File: src/rtl/mmio_port_responder_if.sv
// mmio_port_responder_if: data-memory side bus between core and MMIO responder.
// Core drives address/data/strobes; responder returns hit and load data.
interface mmio_port_responder_if;
    logic [31:0] Address;
    logic [31:0] WriteData;
    logic        MemWrite;
    logic        MemRead;
    logic [31:0] ReadData;
    logic        hit;

    modport master (
        output Address, WriteData, MemWrite, MemRead,
        input  ReadData, hit
    );

    modport slave (
        input  Address, WriteData, MemWrite, MemRead,
        output ReadData, hit
    );
endinterface

File: src/rtl/mmio_port_responder.sv
// mmio_port_responder: 16-byte MMIO window with output port, synced input port,
// sticky change flag and irq; cycle counter only with MMIO_CYCLE_COUNTER_EN.
module mmio_port_responder #(
    parameter logic [31:0] BASE_ADDR  = 32'h1001_0000,
    parameter int          DATA_WIDTH = 32
) (
    input  logic                  clk,
    input  logic                  reset,
    mmio_port_responder_if.slave  bus,
    input  logic [7:0]            PortIn,
    output logic [DATA_WIDTH-1:0] PortOut,
    output logic                  irq
);

    localparam logic [1:0] SEL_OUT  = 2'd0;
    localparam logic [1:0] SEL_IN   = 2'd1;
    localparam logic [1:0] SEL_STAT = 2'd2;
    localparam logic [1:0] SEL_CYC  = 2'd3;

    logic [1:0]  sel;
    logic        wr;
    logic        wr_stat;
    logic [7:0]  sync1;
    logic [7:0]  sync2;
    logic [7:0]  prev;
    logic        change;
    logic        chg;
    logic        ien;
    logic        chg_next;
    logic        ien_next;
    logic [31:0] cycle;
    logic        unused_addr;

    assign unused_addr = ^bus.Address[1:0];
    assign sel         = bus.Address[3:2];
    assign bus.hit     = (bus.Address[31:4] == BASE_ADDR[31:4]);
    assign wr          = bus.hit & bus.MemWrite;
    assign wr_stat     = wr && (sel == SEL_STAT);
    assign change      = (sync2 != prev);

    // A new input change beats a same-cycle write-1-to-clear.
    always_comb begin
        chg_next = chg;
        ien_next = ien;
        if (wr_stat) begin
            ien_next = bus.WriteData[1];
            if (bus.WriteData[0]) chg_next = 1'b0;
        end
        if (change) chg_next = 1'b1;
    end

    always_ff @(posedge clk) begin
        if (!reset) begin
            PortOut <= '0;
            sync1   <= '0;
            sync2   <= '0;
            prev    <= '0;
            chg     <= 1'b0;
            ien     <= 1'b0;
            irq     <= 1'b0;
        end else begin
            if (wr && (sel == SEL_OUT)) PortOut <= bus.WriteData;
            sync1 <= PortIn;
            sync2 <= sync1;
            prev  <= sync2;
            chg   <= chg_next;
            ien   <= ien_next;
            irq   <= chg_next & ien_next;
        end
    end

`ifdef MMIO_CYCLE_COUNTER_EN
    always_ff @(posedge clk) begin
        if (!reset)
            cycle <= '0;
        else if (wr && (sel == SEL_CYC))
            cycle <= bus.WriteData;
        else
            cycle <= cycle + 32'd1;
    end
`else
    assign cycle = '0;
`endif

    always_comb begin
        bus.ReadData = '0;
        if (bus.hit && bus.MemRead) begin
            unique case (sel)
                SEL_OUT:  bus.ReadData = PortOut;
                SEL_IN:   bus.ReadData = {24'b0, sync2};
                SEL_STAT: bus.ReadData = {30'b0, ien, chg};
                SEL_CYC:  bus.ReadData = cycle;
            endcase
        end
    end

endmodule

File: src/flat_wrapper.sv
// flat-port wrapper written by rule: the top's interface ports become plain ports
module mmio_port_responder_flat 
#(
    parameter logic [31:0] BASE_ADDR  = 32'h1001_0000,
    parameter int          DATA_WIDTH = 32
)
  (clk, reset, PortIn, PortOut, irq, bus_Address, bus_WriteData, bus_MemWrite, bus_MemRead, bus_ReadData, bus_hit);
  mmio_port_responder_if bus_i ();
  input  logic clk;
  input  logic reset;
  input  logic [7:0] PortIn;
  output logic [DATA_WIDTH-1:0] PortOut;
  output logic irq;
  input wire logic [$bits(bus_i.Address)-1:0] bus_Address;
  input wire logic [$bits(bus_i.WriteData)-1:0] bus_WriteData;
  input wire logic [$bits(bus_i.MemWrite)-1:0] bus_MemWrite;
  input wire logic [$bits(bus_i.MemRead)-1:0] bus_MemRead;
  output wire logic [$bits(bus_i.ReadData)-1:0] bus_ReadData;
  output wire logic [$bits(bus_i.hit)-1:0] bus_hit;
  assign bus_i.Address = bus_Address;
  assign bus_i.WriteData = bus_WriteData;
  assign bus_i.MemWrite = bus_MemWrite;
  assign bus_i.MemRead = bus_MemRead;
  assign bus_ReadData = bus_i.ReadData;
  assign bus_hit = bus_i.hit;
  mmio_port_responder #(.BASE_ADDR(BASE_ADDR), .DATA_WIDTH(DATA_WIDTH)) u_core (.clk(clk), .reset(reset), .bus(bus_i), .PortIn(PortIn), .PortOut(PortOut), .irq(irq));
endmodule
File: config.mk
export PLATFORM = sky130hd
export DESIGN_NAME = mmio_port_responder_flat
export DESIGN_NICKNAME = d
export VERILOG_FILES = /design/src/rtl/mmio_port_responder_if.sv /design/src/rtl/mmio_port_responder.sv /design/src/flat_wrapper.sv
export SDC_FILE = /design/constraint.sdc
export NUM_CORES = 1
export LEC_CHECK = 0
export BUFFER_PORTS_ARGS = -buffer_cell sky130_fd_sc_hd__buf_2
export CAP_MARGIN = 10
export CELL_PAD_IN_SITES_DETAIL_PLACEMENT = 1
export CELL_PAD_IN_SITES_GLOBAL_PLACEMENT = 2
export CORE_MARGIN = 8
export CORE_UTILIZATION = 25
export CTS_BUF_LIST = sky130_fd_sc_hd__clkbuf_4 sky130_fd_sc_hd__clkbuf_8 sky130_fd_sc_hd__clkbuf_16
export CTS_CLUSTER_SIZE = 28
export DETAILED_ROUTE_END_ITERATION = 16
export HOLD_SLACK_MARGIN = 0.03
export PLACE_DENSITY = 0.86
export SYNTH_ARGS = -nofsm -noshare
export SYNTH_HDL_FRONTEND = slang
export SYNTH_SLANG_ARGS = --single-unit
export TNS_END_PERCENT = 20
File: constraint.sdc
create_clock -name clk -period 3.1 [get_ports clk]
set_clock_uncertainty 0.1 [all_clocks]
set_input_delay 0.62 -clock clk [delete_from_list [all_inputs] [get_ports clk]]
set_output_delay 0.62 -clock clk [all_outputs]
set_load 0.02 [all_outputs]
==> results of run 1 <==
==> worst reg2reg max path, delay by kind of cell (launching register included) <==
family	cells	cell delay, ns
AOI/OAI and AO/OA	2	0.38
xor gates and xnor gates	1	0.13
DFF	1	0.40
and+or+nand+nor	1	0.09
==> path summary, 6_finish.rpt <==
path,end,cells past startpoint,slack (ns),startpoint
worst max-delay path,bus_ReadData[6],6,0.13,bus_Address[8]
worst min-delay path,u_core.sync2[6]$_SDFF_PN0_,1,0.33,u_core.sync1[6]$_SDFF_PN0_
worst max register to register,u_core.irq$_SDFF_PN0_,4,1.84,u_core.sync2[7]$_SDFF_PN0_
worst min register to register,u_core.sync2[6]$_SDFF_PN0_,1,0.33,u_core.sync1[6]$_SDFF_PN0_
==> flip-flops by register name (all words and copies together) (netlist names) <==
name and count:
u_core.PortOut 32, u_core.chg 1, u_core.ien 1, u_core.irq 1, u_core.prev 8, u_core.sync1 8, u_core.sync2 8
==> cell families after synthesis <==
group,Yosys count
simple gates,117
compound gates,71
flops,59
buf+inv,27
xor+xnor,8
mux,8
==> per-stage QoR <==
step / cells / area, µm² / hold WS (ns) / utilization
detailed placement: 555 / 3550 / 0.326 / 0.332
floorplan: 290 / 2700 / 0.312 / -
global placement: 555 / 3550 / 0.315 / 0.332
CTS: 571 / 3800 / 0.337 / 0.355
finish: 571 / 3810 / 0.334 / 0.356
global route: 571 / 3810 / 0.347 / 0.356
==> layout make-up <==
| cell class | count | area (µm²) | area share |
|---|---|---|---|
| inverters | 2 | 7.51 | 0.00197 |
| repair buffers | 150 | 791 | 0.207 |
| flip-flops and latches | 59 | 1180 | 0.310 |
| clock buffers | 9 | 124 | 0.0325 |
| clock inverters | 7 | 125 | 0.0328 |
| well taps | 140 | 175 | 0.0459 |
| multi-input cells | 204 | 1410 | 0.370 |
==> routing by layer <==
metal	vias up	part of all wire
met5	-	0
met4	0	0.0052
met3	5	0.070
met2	86	0.51
met1	1222	0.42
li1	1278	-
==> report_power, final <==
group / leakage [nW] / internal [mW] / total, mW / switching [mW]
Clock: 0.124 / 0.541 / 0.884 / 0.343
Sequential: 0.480 / 0.772 / 0.779 / 0.00706
Combinational: 1.09 / 0.0612 / 0.108 / 0.0469
Total: 1.70 / 1.37 / 1.77 / 0.397
==> cell usage after synthesis <==
master / instances
a22oi_1: 1
a21boi_1: 6
nor2_4: 1
and2_1: 51
clkbuf_2: 2
xnor2_1: 8
mux2i_1: 8
nor4_4: 1
a31o_2: 1
clkbuf_1: 13
and3_1: 1
nand2_1: 2
nor3_1: 1
nor4b_2: 1
and4_1: 2
inv_1: 2
nor3b_1: 1
o21ai_0: 35
nand4_1: 5
nor2b_1: 1
buf_1: 1
nand3_1: 33
nand4_4: 1
nor2_2: 5
nor4b_4: 2
buf_6: 1
or4_4: 1
nand3b_1: 2
buf_2: 8
nor4_2: 4
o311ai_0: 1
dfxtp_1: 59
a21boi_0: 27
nor2_1: 2
==> impl_results.md, run 1 <==
* Delay-heaviest family, CP: simple AND/OR/NAND/NOR gates
* Cell area after synthesis at between 0.002 and 0.003 mm²
* Final worst setup slack at approximately 0.13 ns
* Crit-path slowest cell: or4_4
* Worst endpoint required time at approximately 2.4 ns
* Commonest non-fill, non-tap cell in the layout: buf_2
* Starting density of the core at 0.252
* TritonCTS clock tree: yes
* Setup TNS at 0 ns
* Worst Hold Class: reg -> reg
* CP Launch Type: input port
* Status: finished clean
* Initial antenna violation count at 0
* Crit path cell chain: buf_2, nor4_2, nand4_4, or4_4, nor2_2, buf_2
* Syn avg cell area at 9.30 µm²
* Drt drc at 0
* CP dominant cell by count: buf_2
* WP buf/inv at 2
* Die area at roughly 0.014 mm²
* Drt pass-1 iters at 4
* Syn-to-layout area delta at 41.3%
* Final Hold Viols at 0
* Routed length per placed instance at roughly 16 µm
* Final setup violation count at 0
* Seq/Total Area, Yosys at 0.438
* Largest net degree at the start of global routing at 35
* Slew margin rel. at 0.696
* Tcrit/Tclk final at 0.959
* Post-DP HPWL at 7.11 mm
* Mux share of post-synthesis cell area at 0.0297
* Clock Latency Late Sink at 0.34 ns
* Fin nets at 502
* Final Slew Violations at 0
* Power Density at around 460 mW/mm²
* Top cell type by total area after synthesis: dfxtp_1
* Die extent in x at between 100 and 150 µm
* GR Util met3 at 0.0442
* Cts hold-fix bufs at 0
* Via density at approximately 4.5
* Crit Path Class: in -> out
* Gr busiest metal: met2
* Clock root cell: clkbuf_8
* Crit path DAT at between 2 and 2.5 ns
* DP Worst Slack at approximately 0.07 ns
* CP max FO at 6
* Post-CTS Setup Bufs at 0
* Die Height at 120 µm
* Layout cell share with drive strength beyond 1 at 0.427
* Synth cell types at 34
* Antenna Violating Nets Remaining at 0
* Antenna Cells at 0
* Rows at 38
* Maxcap violations at 0
* Syn. warnings at 0
* Overall Global Routing Usage at 0.129
* Iter 0 DRT Violations at slightly below 70
* Deepest clock path buffer count at 2
* Register bit total from synthesis at around 60
* Post-CTS Resized at 0
* Peak VDD IR at between 0.3 and 0.4 mV
* Final total power at between 1.5 and 2 mW
* H-tree levels at 3
* First-pass GRT wire length at 14.9 mm
* # IOs at 142
* Sink Count at 59
* Area contributors post-synth: dfxtp_1 (44%), and2_1 (12%), a21boi_0 (7.5%), o21ai_0 (6.5%), nand3_1 (6.1%)
* Area share of fa/ha/maj cells after synthesis at 0
* Gp weighted congestion at 0.702
* GR Overflow Total at 0
* CP peak stage delay at 0.60 ns
* Port bufs at 139
* Fillers at about 1300
* Global routing usage on met2 at 0.232
* Fmax at between 300 and 400 MHz
* Crit path capture type: output port
* Compound-Gate Fraction of Synth Area at 0.166
* Post-synthesis simple-gate area fraction at 0.295
* Met1 usage at 0.139
* Clock transition at the registers of the reported paths at 0.08 ns
* Leakage power at between 1.5 and 2 nW
* Post-Synth XOR/XNOR Area at 0.0260
* Top cell type's share of synthesized area at 0.438
* Num CTS Buffers at 9
* Vias in the first global route at ~3000
* Final wirelength at approximately 9 mm
* Syn Nets at about 370
* Main combinational cell family by area after synthesis: simple AND/OR/NAND/NOR gates
* RSZ-0062 raised after global routing: false
* Cells after synthesis at between 200 and 300
* Fin crit period at between 2 and 3 ns
* Slew @ Worst Pin at roughly 0.46 ns
* Via count at ~2600
* Commonest non-fill, non-tap cells in the layout: buf_2 (139), dfxtp_1 (59), and2_1 (51), o21ai_0 (35), nand3_1 (32)
* Core ar. at 0.0107 mm²
Power figures use the tool's default switching activity.
==> run 2: changes to the inputs <==
--- a/config.mk
+++ b/config.mk
@@ -15,7 +15,7 @@
 export CTS_CLUSTER_SIZE = 28
 export DETAILED_ROUTE_END_ITERATION = 16
 export HOLD_SLACK_MARGIN = 0.03
-export PLACE_DENSITY = 0.86
+export PLACE_DENSITY_LB_ADDON = 0.15
 export SYNTH_ARGS = -nofsm -noshare
 export SYNTH_HDL_FRONTEND = slang
 export SYNTH_SLANG_ARGS = --single-unit
==> run 2 against run 1 <==
Net effect:
- highest routed layer is now met5
- register-to-register slack is essentially flat
- die area stayed put
- sequential share of layout area shrank 0.25 points
- utilization is 0.29 points higher
==> impl_results.md, run 2 (synthesis results as in run 1) <==
* Die extent in x at around 120 µm
* R2R depth at 4
* Worst endpoint required time at between 2 and 2.5 ns
* Port bufs at 139
* R2r setup slk at ~1.8 ns
* GR Overflow Total at 0
* CP max FO at 6
* Antenna Violating Nets Remaining at 0
* Finished Cell Area at 0.00384 mm²
* CP Launch Type: input port
* Num CTS Buffers at 9
* Rows at 38
* Crit Path Class: in -> out
* Die area at ~0.014 mm²
* Post-DP HPWL at 7.19 mm
* Reg2reg end: u_core.irq$_SDFF_PN0_
* Leakage power at about 1.7 nW
* Fmax at 339 MHz
* Final total power at around 1.8 mW
* Die Height at between 100 and 150 µm
* Vias in the first global route at around 2900
* Commonest non-fill, non-tap cell in the layout: buf_2
* Tcrit/Tclk final at 0.951
* Clock root cell: clkbuf_8
* Crit path DAT at between 2 and 2.5 ns
* Syn-to-layout area delta at 42.5%
* First-pass GRT wire length at roughly 15 mm
* Drt drc at 0
* TritonCTS clock tree: yes
* Final setup violation count at 0
* Gp weighted congestion at roughly 0.70
* Worst min-delay path startpoint: u_core.sync1[3]$_SDFF_PN0_
* Hold Path End: u_core.sync2[3]$_SDFF_PN0_
* Slew margin rel. at 0.707
* WHS Path Cells at 1
* Maxcap violations at 0
* Fillers at 1298
* Peak VDD IR at about 0.29 mV
* Largest net degree at the start of global routing at 34
* Fin crit period at ~3 ns
* Final Hold Viols at 0
* H-tree levels at 3
* Footprint of the multi-input gates at between 0.001 and 0.0015 mm²
* Crit path capture type: output port
* Starting density of the core at 0.252
* Routed length per placed instance at ~16 µm
* Status: finished clean
* Biggest register: u_core.PortOut
* Via density at ~4.6
* Fin nets at 503
* Layout cell share with drive strength beyond 1 at 0.428
* Worst Hold Class: reg -> reg
* Slew @ Worst Pin at ~0.43 ns
* Iter 0 DRT Violations at around 120
* Clock Latency Late Sink at ~0.34 ns
* Worst reg2reg startpoint: u_core.sync2[7]$_SDFF_PN0_
* Drt pass-1 iters at 4
* RSZ-0062 raised after global routing: false
* # IOs at 142
* Setup TNS at 0 ns
* Deepest clock path buffer count at 2
* Via count at around 2600
* Reg area at roughly 0.0012 mm²
* Post-CTS Setup Bufs at 0
* Sink Count at 59
* Max FFs per register at 32
* Overall Global Routing Usage at 0.135
* Commonest non-fill, non-tap cells in the layout: buf_2 (139), dfxtp_1 (59), and2_1 (51), o21ai_0 (35), nand3_1 (32)
* Power Density at 478 mW/mm²
* Final wirelength at 9.41 mm
* Antenna Cells at 0
* Initial antenna violation count at 1
* Placed Area at approximately 0.0036 mm²
* Final Slew Violations at 0
* Clock transition at the registers of the reported paths at ~0.070 ns
* Core ar. at 0.0107 mm²
==> run 2: cell types whose count changed in the layout (fill, tap and decap cells not counted) <==
cell	change
buf_12	+1
bufinv_16	+1
clkbuf_4	+1
clkinv_4	-1
inv_6	-1
nor4b_2	+1
nor4b_4	-1
==> run 2: area by class of cell <==
cell class / count / share of cell area
flip-flops and latches: 59 / 0.307
inverters: 2 / 0.00195
repair buffers: 151 / 0.211
multi-input cells: 204 / 0.364
well taps: 140 / 0.0456
clock inverters: 6 / 0.0358
clock buffers: 10 / 0.0342
==> run 2: what timing repair did <==
action,CTS,global route
endpoints found under the setup margin,0,24
resized for setup,0,1
hold buffers,0,0
==> run 2: stage by stage <==
stage	setup WS, ns	cells	utilization	hold WS [ns]
after global routing	0.00368	572	0.359	0.349
after detailed placement	0.104	556	0.334	0.320
final	0.153	572	0.359	0.335
after global placement	0.122	556	0.334	0.317
after CTS	0.0951	572	0.359	0.337
after floorplan	0.321	290	-	0.312
==> run 2: worst max path at each step <==
stage,startpoint,endpoint,slack [ns]
after floorplan,bus_Address[8],bus_ReadData[3],0.32
after global placement,bus_Address[22],bus_ReadData[6],0.12
after detailed placement,bus_Address[22],bus_ReadData[17],0.10
after CTS,bus_Address[22],bus_ReadData[17],0.1
after global routing,bus_Address[8],bus_ReadData[17],0.004
final,bus_Address[8],bus_ReadData[2],0.15
==> run 2: where the power goes <==
part	switching (mW)	internal, mW	leakage, nW	total, mW
Sequential	0.00732	0.772	0.480	0.779
Combinational	0.0456	0.0605	1.10	0.106
Clock	0.326	0.627	0.134	0.953
==> run 2: routing by layer <==
layer  wire length (µm)  vias up  track usage
met1               4020     1231        0.151
met5                 10        -            0
met2               4440       86        0.227
met4                108        2       0.0422
met3                833       11       0.0601
li1                   -     1279            -
==> run 2: worst max-delay path: stages <==
cell and delay (ns):
buf_2 0.10, nor4_2 0.41, nand4_4 0.19, or4_4 0.60, nor2_4 0.14, buf_2 0.17
==> run 3: changes to the inputs <==
--- a/config.mk
+++ b/config.mk
@@ -16,6 +16,7 @@
 export DETAILED_ROUTE_END_ITERATION = 16
 export HOLD_SLACK_MARGIN = 0.03
 export PLACE_DENSITY_LB_ADDON = 0.15
+export REMOVE_ABC_BUFFERS = 1
 export SYNTH_ARGS = -nofsm -noshare
 export SYNTH_HDL_FRONTEND = slang
 export SYNTH_SLANG_ARGS = --single-unit
==> run 3 against run 2 <==
Net effect:
- worst hold slack worse by 0.00099 ns
- first-iteration DRC count decreased by 39%
- critical endpoint is now bus_ReadData[4]
- critical path type unchanged
- critical path depth is the same
==> impl_results.md, run 3 (synthesis results as in run 1) <==
* Footprint of the multi-input gates at 0.00140 mm²
* Fmax at 336 MHz
* Crit Path Class: in -> out
* Layout cell share with drive strength beyond 1 at 0.426
* Crit path capture type: output port
* Clock root cell: clkbuf_8
* First-pass GRT wire length at around 15 mm
* Commonest non-fill, non-tap cells in the layout: buf_2 (139), dfxtp_1 (59), and2_1 (51), o21ai_0 (35), nand3_1 (33)
* Port bufs at roughly 140
* Global routing usage on met2 at 0.221
* Gp weighted congestion at approximately 0.7
* P_sw at 367 µW
* CP dominant cell by count: buf_2
* CP max FO at 6
* Rows at 38
* Tcrit/Tclk final at 0.960
* RSZ-0062 raised after global routing: false
* Drt drc at 0
* Die extent in x at roughly 120 µm
* Die Height at approximately 120 µm
* Comb pwr share at 0.064
* Post-CTS Setup Bufs at 0
* Fin crit period at between 2 and 3 ns
* Switch share at 0.219
* Met1 usage at 0.146
* Commonest non-fill, non-tap cell in the layout: buf_2
* Num CTS Buffers at 9
* Antenna Violating Nets Remaining at 0
* Fin cells at between 500 and 600
* Post-layout util at 0.356
* Crit path DAT at between 2 and 2.5 ns
* WHS Path Cells at 1
* Clock Latency Late Sink at around 0.33 ns
* CP Launch Type: input port
* Clock transition at the registers of the reported paths at about 0.070 ns
* Sink Count at between 50 and 60
* Placed cells at between 500 and 600
* Initial antenna violation count at 1
* Final total power at roughly 1.7 mW
* Final setup violation count at 0
* Clk pwr share at 0.470
* TritonCTS clock tree: yes
* Vias in the first global route at ~2900
* Sequential share of power at 0.465
* Slew @ Worst Pin at ~0.54 ns
* Gr busiest metal: met2
* Die area at around 0.014 mm²
* Final worst setup slack at between 0.1 and 0.15 ns
* Delay-heaviest family, CP: simple AND/OR/NAND/NOR gates
* Levels on crit path at 6
* Fin nets at about 500
* Max FFs per register at 32
* Reg area at between 0.001 and 0.0015 mm²
* Power Density at 440 mW/mm²
* Overall Global Routing Usage at 0.128
* Final Hold Viols at 0
* Starting density of the core at 0.252
* Crit path cell chain: buf_2, nor4_2, nand4_4, or4_4, nor2_2, buf_2
* DP Worst Slack at between 0.06 and 0.07 ns
* GR Overflow Total at 0
* Leakage power at between 1.5 and 2 nW
* Maxcap violations at 0
* Crit-path slowest cell: or4_4
* Peak VDD IR at a little under 0.2 mV
* WP buf/inv at 2
* Worst Hold Class: reg -> reg
* GR Util met3 at 0.0413
* Slew margin rel. at 0.637
* CP peak stage delay at ~0.63 ns
* Post-DP HPWL at slightly below 7 mm
* Routed length per placed instance at 16.1 µm
* Largest net degree at the start of global routing at 38
* Deepest clock path buffer count at 2
* R2R depth at 4
* Via density at 4.57
* Setup TNS at 0 ns
* Fillers at 1293
* Core ar. at 0.0107 mm²
* Iter 0 DRT Violations at just over 70
* Final wirelength at 9.22 mm
* Int Pwr at approximately 1.3 mW
* Final Slew Violations at 0
* Biggest register: u_core.PortOut
* Via count at 2619
* Worst endpoint required time at 2.38 ns
* Drt pass-1 iters at 4
* Status: finished clean
* # IOs at about 140
* Syn-to-layout area delta at 41.1%
* H-tree levels at 3
## run 3: cell count changes in the layout (fill, tap and decap cells not counted), sizes merged
cell / before / now
bufinv: 4 / 2
clkinvlp: 0 / 2
diode: 0 / 1
## run 3: timing repair
item	in CTS	in global routing
endpoints found under the setup margin	0	1
resized for setup	0	1
hold buffers	0	0
## run 3: power by group through the flow
stage	registers, mW	logic [mW]	clock network [mW]
3_3_place_gp	0.796	0.107	0
3_5_place_dp	0.796	0.108	0
4_1_cts	0.779	0.109	0.825
5_1_grt	0.780	0.120	0.852
2_1_floorplan	0.794	0.0363	0
6_report	0.779	0.108	0.788
## run 3: worst paths after layout
kind | start | end | slack, ns
worst max register to register | u_core.sync2[0]$_SDFF_PN0_ | u_core.irq$_SDFF_PN0_ | 1.80
worst min register to register | u_core.sync1[0]$_SDFF_PN0_ | u_core.sync2[0]$_SDFF_PN0_ | 0.33
worst min-delay path | u_core.sync1[0]$_SDFF_PN0_ | u_core.sync2[0]$_SDFF_PN0_ | 0.33
worst max-delay path | bus_Address[7] | bus_ReadData[4] | 0.13
## run 3: area by class of cell
| cell class | instances | area share |
|---|---|---|
| inverters | 2 | 0.00197 |
| diodes | 1 | 0.000657 |
| clock buffers | 10 | 0.0361 |
| flip-flops and latches | 59 | 0.310 |
| multi-input cells | 204 | 0.369 |
| repair buffers | 151 | 0.213 |
| well taps | 140 | 0.0460 |
| clock inverters | 6 | 0.0233 |
## run 3: per-layer routing
metal	vias up	routed length, µm
met4	0	140
met1	1241	4010
met3	9	543
met5	-	0
met2	85	4520
li1	1284	-
## run 3: worst register-to-register path, cell delays in order, from the launching register on
cell     delay (ns)
dfxtp_1        0.33
xnor2_1        0.22
nand4_1        0.11
o21ai_0        0.26
a22oi_1        0.13
## run 3: per-stage QoR
step / cell area (µm²) / hold WS [ns]
floorplan: 2580 / 0.312
global placement: 3570 / 0.317
detailed placement: 3570 / 0.320
CTS: 3800 / 0.337
global route: 3810 / 0.348
finish: 3810 / 0.334
